`src/rtl/segre_fetch_redirect.sv`:
```
// Fetch PC owner with single-outstanding instruction-memory requests and a
// one-entry decode output register; taken branches flush and redirect fetch.
//
// state    | meaning
// ---------+-----------------------------------------------------------
// BOOT     | post-reset idle cycle, no request, responses ignored
// REQ      | request at pc outstanding (or draining a stale one if drop)
// WAIT_DEC | output register full and decode stalled, no request
module segre_fetch_redirect #(
    parameter int                   WORD_SIZE = 32,
    parameter logic [WORD_SIZE-1:0] BOOT_ADDR = '0
) (
    input  logic                 clk_i,
    input  logic                 rst_i,
    input  logic                 br_valid_i,
    input  logic                 tkbr_i,
    input  logic [WORD_SIZE-1:0] br_target_i,
    input  logic                 stall_i,
    output logic                 if_req_o,
    output logic [WORD_SIZE-1:0] if_addr_o,
    input  logic                 if_rvalid_i,
    input  logic [WORD_SIZE-1:0] if_instr_i,
    output logic                 instr_valid_o,
    output logic [WORD_SIZE-1:0] instr_o,
    output logic [WORD_SIZE-1:0] instr_pc_o,
    output logic                 flush_o,
    output logic                 misalign_o
);

    typedef enum logic [1:0] {
        BOOT     = 2'd0,
        REQ      = 2'd1,
        WAIT_DEC = 2'd2
    } state_t;

    state_t               state, state_n;
    logic [WORD_SIZE-1:0] pc, pc_n;
    logic                 drop, drop_n;
    logic                 valid_n;
    logic [WORD_SIZE-1:0] instr_n;
    logic [WORD_SIZE-1:0] instr_pc_n;

    logic                 redir;
    logic [WORD_SIZE-1:0] redir_pc;
    logic [WORD_SIZE-1:0] pc_inc;

    assign redir    = br_valid_i & tkbr_i;
    assign redir_pc = {br_target_i[WORD_SIZE-1:2], 2'b00};
    assign pc_inc   = pc + WORD_SIZE'(4);

    assign flush_o    = redir;
    assign misalign_o = redir & (br_target_i[1:0] != 2'b00);
    assign if_req_o   = (state == REQ) & ~drop;
    assign if_addr_o  = pc;

    always_comb begin
        state_n    = state;
        pc_n       = pc;
        drop_n     = drop;
        valid_n    = instr_valid_o;
        instr_n    = instr_o;
        instr_pc_n = instr_pc_o;

        // decode takes the held instruction whenever it is not stalled
        if (instr_valid_o && !stall_i) begin
            valid_n = 1'b0;
        end

        case (state)
            BOOT: begin
                state_n = REQ;
            end
            REQ: begin
                if (drop) begin
                    if (if_rvalid_i) begin
                        drop_n = 1'b0;
                    end
                end else if (if_rvalid_i && !redir) begin
                    valid_n    = 1'b1;
                    instr_n    = if_instr_i;
                    instr_pc_n = pc;
                    pc_n       = pc_inc;
                    state_n    = stall_i ? WAIT_DEC : REQ;
                end else if (!if_rvalid_i && redir) begin
                    // old request still in flight: swallow its response first
                    drop_n = 1'b1;
                end
            end
            WAIT_DEC: begin
                if (!stall_i) begin
                    state_n = REQ;
                end
            end
            default: begin
                state_n = BOOT;
            end
        endcase

        if (redir) begin
            pc_n    = redir_pc;
            valid_n = 1'b0;
            state_n = REQ;
        end
    end

    always_ff @(posedge clk_i) begin
        if (rst_i) begin
            state         <= BOOT;
            pc            <= BOOT_ADDR;
            drop          <= 1'b0;
            instr_valid_o <= 1'b0;
            instr_o       <= '0;
            instr_pc_o    <= '0;
        end else begin
            state         <= state_n;
            pc            <= pc_n;
            drop          <= drop_n;
            instr_valid_o <= valid_n;
            instr_o       <= instr_n;
            instr_pc_o    <= instr_pc_n;
        end
    end

endmodule

```
`config.mk`:
```
export PLATFORM = sky130hd
export DESIGN_NAME = segre_fetch_redirect
export DESIGN_NICKNAME = d
export VERILOG_FILES = /design/src/rtl/segre_fetch_redirect.sv
export SDC_FILE = /design/constraint.sdc
export NUM_CORES = 1
export LEC_CHECK = 0
export BUFFER_PORTS_ARGS = -buffer_cell sky130_fd_sc_hd__buf_4
export CAP_MARGIN = 25
export CORE_MARGIN = 8
export CORE_UTILIZATION = 45
export CTS_BUF_LIST = sky130_fd_sc_hd__clkbuf_4 sky130_fd_sc_hd__clkbuf_8
export CTS_CLUSTER_DIAMETER = 40
export DETAILED_ROUTE_END_ITERATION = 8
export GPL_ROUTABILITY_DRIVEN = 0
export PLACE_DENSITY = 0.8
export SYNTH_ARGS = -nofsm -noshare
export SYNTH_HDL_FRONTEND = slang
export SYNTH_SLANG_ARGS = --single-unit
```
`constraint.sdc`:
```
create_clock -name clk_i -period 2.1 [get_ports clk_i]
set_clock_uncertainty 0.1 [all_clocks]
set_input_delay 0.21 -clock clk_i [delete_from_list [all_inputs] [get_ports clk_i]]
set_output_delay 0.21 -clock clk_i [all_outputs]
set_load 0.005 [all_outputs]
```
=== After elaboration in Yosys (flattened, before gate mapping) ===
Cells that the tools add are included.

* Input bits: 70
* Output and inout port bits: 100
* Logic and storage cells: 55
* Register bits: 100

* Mux-type cells: 18
* Bitwise logic cells: 4
* Add/sub/neg operators: 1
* Reductions and logical operators: 15
* Equal/unequal tests: 9

{| class="wikitable"
|+ Operators by type and width
! operator !! number
|-
| $mux W32 || 4
|-
| $add A32 B3 Y32 const B || 1
|-
| $reduce_and A3 Y1 || 4
|-
| $mux W1 || 9
|-
| $mux W2 || 4
|-
| $ne A3 B3 Y1 const B || 2
|-
| $pmux W2 S3 || 1
|-
| $reduce_bool A2 Y1 || 3
|-
| $ne A2 B1 Y1 const B || 2
|-
| $ne A2 B2 Y1 const B || 2
|-
| $and A1 B1 Y1 || 3
|-
| $logic_and A1 B1 Y1 || 3
|-
| $logic_not A1 Y1 || 3
|-
| $ne A3 B2 Y1 const B || 1
|-
| $eq A2 B1 Y1 const B || 1
|-
| $eq A2 B2 Y1 const B || 1
|-
| $logic_not A2 Y1 || 1
|-
| $reduce_or A2 Y1 || 1
|-
| $not A1 Y1 || 1
|}

=== Longest topological paths before layout ===
* Word-level depth: 7
* Gate-level depth with buffers: 6
* Mapped depth without buffers: 5

=== Worst setup path before layout ===
Ideal clock, no wire load.

* Path kind: register to register
* Start: register pc[4] (netlist: if_addr_o[4])
* End: register pc[26] (netlist: if_addr_o[26])
* Data arrival time: 2.026 ns
* Clock period less this slack: 2.204 ns
* Path buffers: 1
* Cell stages (with the launch flop): 6
* Setup slack: -0.104 ns
* Required time: 1.921 ns
* Setup time: 0.079 ns
* Path through: dfxtp_1 -> nand4_4 -> or4_1 -> buf_2 -> or4_2 -> o211ai_1

* Longest elaborated chain between the ends: 5

{| class="wikitable"
|+ RTL lines
! item !! line !! text
|-
| start, declared || 37 || <nowiki>logic [WORD_SIZE-1:0] pc, pc_n;</nowiki>
|-
| start signal, assigned || 116 || <nowiki>pc <= pc_n;</nowiki>
|-
| $add A32 B3 Y32 || 49 || <nowiki>assign pc_inc = pc + WORD_SIZE'(4);</nowiki>
|-
| $mux W32 || 78 || <nowiki>end else if (if_rvalid_i && !redir) begin</nowiki>
|-
| $mux W32 || 74 || <nowiki>if (drop) begin</nowiki>
|-
| $mux W32 || 69 || <nowiki>case (state)</nowiki>
|-
| $mux W32 || 99 || <nowiki>if (redir) begin</nowiki>
|}

Every way passes these cells. The select of a mux whose other input is x is not followed.
A chain may end at the register's enable or synchronous reset.

=== Worst setup path after layout ===
* Start: input port if_rvalid_i
* End: register pc[15] (netlist: if_addr_o[15])

* Longest elaborated chain between the ends: 3

{| class="wikitable"
|+ RTL lines
! item !! line !! text
|-
| start, declared || 21 || <nowiki>input logic if_rvalid_i,</nowiki>
|-
| $logic_and A1 B1 Y1 || 78 ||
|-
| $reduce_bool A2 Y1 (no source line) || - ||
|-
| $reduce_and A3 Y1 (no source line) || - ||
|}

Every way passes these cells.

==> metrics.md <==
| Metric | Value |
|---|---|
| Die area | `12870 µm²` |
| Largest area contributor in the netlist | `dfxtp_1` |
| Achievable Freq | `477.5 MHz` |
| Largest cells by area after synthesis | `dfxtp_1 45%, nand2_1 13%, a21oi_1 8.1%, nor2_1 2.8%, clkbuf_1 2.7%` |
| Synth top area share | `44.98%` |
| Post-synthesis sequential area ratio | `44.98%` |
| Antenna cell count | `0` |
| Clk_lat worst skew | `0.36 ns` |
| RSZ-0062 raised after global routing | `true` |
| Largest net degree at the start of global routing | `61` |
| Avg Inst Size Synth | `7.797 µm²` |
| WP data arrival | `2.27 ns` |
| Total global routing overflow | `0` |
| Hold Violations, Final | `0` |
| First-pass GRT wire length | `24300 µm` |
| Detailed Place HPWL | `10900 µm` |
| Initial Util | `46.24%` |
| Placeable core area | `9240 µm²` |
| Kind of start point of the critical path | `primary input` |
| Hold WC Path Type | `in2reg` |
| Top-count cell post-synth | `nand2_1` |
| DRT Wirelength | `15270 µm` |
| I/O Buffers | `165` |
| Mux cell area share after synthesis | `0%` |
| Reg2Reg Setup Slack | `0.05 ns` |
| Final Setup Violations | `0` |
| Pre-CTS WS | `0.04373 ns` |
| Status | `complete, no violations` |
| Core Rows | `35` |
| Max incr delay on CP | `0.53 ns` |
| Ys async rst share | `0%` |
| Count of cell types in the netlist | `46` |
| CTS sink cnt | `96` |
| Wirelength per Cell | `17.15 µm` |
| Worst setup EP type | `flip-flop` |
| Final worst-path setup slack | `0.005904 ns` |
| Critical Path Fanout Max | `4` |
| Chip height | `113.4 µm` |
| Least-Margin Pin Slew | `0.6438 ns` |
| Worst-path cell chain | `dlygate4sd3_1 -> buf_4 -> nand4bb_4 -> or4_1 -> or4_1 -> a311oi_1` |
| CTS max path bufs | `2` |
| Main combinational cell family by area after synthesis | `simple AND/OR/NAND/NOR gates` |
| Cell area after layout | `6409 µm²` |
| Number of global-route vias before repair | `4905` |
| Slew Limit Fails | `0` |
| Setup bufs post-CTS | `0` |
| Number of flops mapped to enable cells by yosys | `0` |
| First-pass DRT Iterations | `6` |
| Drt drc | `0` |
| Setup CP Type | `in2reg` |
| Critical Path RT | `2.27 ns` |
| Mapped Area | `4273 µm²` |
| Number of vias per cell | `5.497` |
| Worst Hold End | `instr_o[20]$_SDFFE_PP0P_` |
| Synth Area in Adders | `0.2928%` |
| Final Cycle Share | `99.72%` |
| Crit-path slowest cell | `dlygate4sd3_1` |
| # IOs | `170` |
| Layout cells sized above 1 | `32.72%` |
| Depth of the worst register-to-register path | `4` |
| Dpl cell area | `5892 µm²` |
| Synth Area in XOR/XNOR | `1.845%` |
| Initial antenna violation count | `0` |
| Area Overhead vs Synth | `49.99%` |
| CP startpoint | `if_rvalid_i` |
| CTS tree | `yes` |
| Worst r2r src | `state[0]$_SDFFE_PP0P_` |
| Final ANT Viol Nets | `0` |
| Compound-Gate Fraction of Synth Area | `17.92%` |
| Synth top cells by count | `145 x nand2_1, 96 x dfxtp_1, 69 x a21oi_1` |
| Routed vias | `4892` |
| Max cap viols | `0` |
| Fin nets | `827` |
| Fin crit period | `2.094 ns` |
| CTS buffer count | `9` |
| Post-Synth Simple-Gate Area | `29.81%` |
| H-tree depth | `3` |
| Synth warn | `0` |
| FF+latch count, synth | `96` |
| Reg-to-reg endpoint | `if_addr_o[15]$_SDFFE_PP0P_` |
| All-layer global routing usage | `23.14%` |
| Hold path startpoint | `if_instr_i[20]` |
| DR iter-0 viols | `388` |
| Clk root buf | `clkbuf_8` |
| Max VDD drop | `0.5707 mV` |
| CP most frequent cell | `or4_1` |
| Relative slew margins | `57.08%` |
| Commonest register cell after synthesis | `dfxtp_1` |
| Clock transition at path regs | `0.09 ns` |
| Chip Width | `113.4 µm` |
| Hold path depth | `3` |
| Leakage dissipation | `2.608 nW` |
| PwrDens | `606.7 nW/µm²` |
| Filler cells | `726` |
| Synth Instances | `548` |
layout make-up:
cell class | instances | area [µm²] | share of cell area [%]
inverter | 10 | 37.54 | 0.5857
clock inverter | 6 | 67.56 | 1.054
clock buffer | 10 | 131.4 | 2.050
tap | 129 | 161.4 | 2.519
sequential | 96 | 1938 | 30.24
multi-input combinational | 402 | 2202 | 34.36
timing repair buffer | 237 | 1871 | 29.19
power breakdown:
group / total [mW] / leakage (nW) / switching (mW) / internal [mW]
Sequential: 1.98 / 0.787 / 0.0743 / 1.90
Combinational: 0.670 / 1.72 / 0.321 / 0.349
Clock: 1.24 / 0.0963 / 0.671 / 0.569
state kept, by name, indices dropped and copies added, names as in the netlist:
name           cells
instr_o           32
if_addr_o         30
instr_pc_o        30
state              2
drop               1
instr_valid_o      1
kinds of logic after synthesis:
family	after synthesis
AO/OA/AOI/OAI	122
XOR/XNOR	9
adder cells (fa/ha/maj)	1
buffers and inverters	53
flip-flops	96
other	1
AND/OR/NAND/NOR	266
worst max-delay path by stage:
stage	endpoint	cells after the start
global placement	if_addr_o[26]$_SDFFE_PP0P_	4
floorplan	if_addr_o[26]$_SDFFE_PP0P_	6
finish	if_addr_o[15]$_SDFFE_PP0P_	6
CTS	if_addr_o[26]$_SDFFE_PP0P_	5
global route	if_addr_o[13]$_SDFFE_PP0P_	7
detailed placement	if_addr_o[15]$_SDFFE_PP0P_	4
worst max-delay path, delay by kind of cell:
family                 cells  cell delay, ns
and+or+nand+nor            3            1.13
AOI/OAI and AO/OA          1            0.26
buffers and inverters      2            0.67
metal layers:
layer	part of all wire [%]	GRT usage, %	vias to the layer above
met2	47	38.97	256
li1	-	-	2352
met5	0	0	-
met1	39	25.85	2243
met4	3.2	8.703	0
met3	11	9.139	41
cells in the final DEF, fill, tap and decap left out, drive strengths merged, types with 3 or more instances in the layout:
cell type / instances
o211ai: 4
and3: 9
and4: 7
nand4: 16
conb: 4
nor2: 32
o311ai: 5
or3: 5
nand3: 12
nor4: 11
dlygate4sd3: 30
a31oi: 6
o32a: 3
a21oi: 69
a311oi: 9
a211oi: 12
buf: 207
o31ai: 5
clkbuf: 10
a211o: 3
xnor2: 4
nand2: 145
nand3b: 3
or4: 11
inv: 11
dfxtp: 96
xor2: 5
nor3: 8
metrics by stage:
| step | util [%] | hold slack, ns | TNS [ns] | instances | power (mW) |
|---|---|---|---|---|---|
| 2_1_floorplan | - | 0.2216 | -0.01505 | 551 | 2.274 |
| 3_3_place_gp | 63.76 | 0.3419 | 0 | 844 | 2.611 |
| 3_5_place_dp | 63.76 | 0.3483 | 0 | 844 | 2.632 |
| 4_1_cts | 69.17 | 0.004905 | 0 | 890 | 3.888 |
| 5_1_grt | 69.36 | 0.009363 | -0.006384 | 890 | 4.057 |
| 6_report | 69.36 | 0.006246 | 0 | 890 | 3.888 |
what timing repair did:
item,4_1_cts,5_1_grt
endpoints found under the hold margin,30,0
hold buffers,30,0
gates resized for setup,0,5
endpoints found under the setup margin,0,11
(Power assumes the default switching activity.)
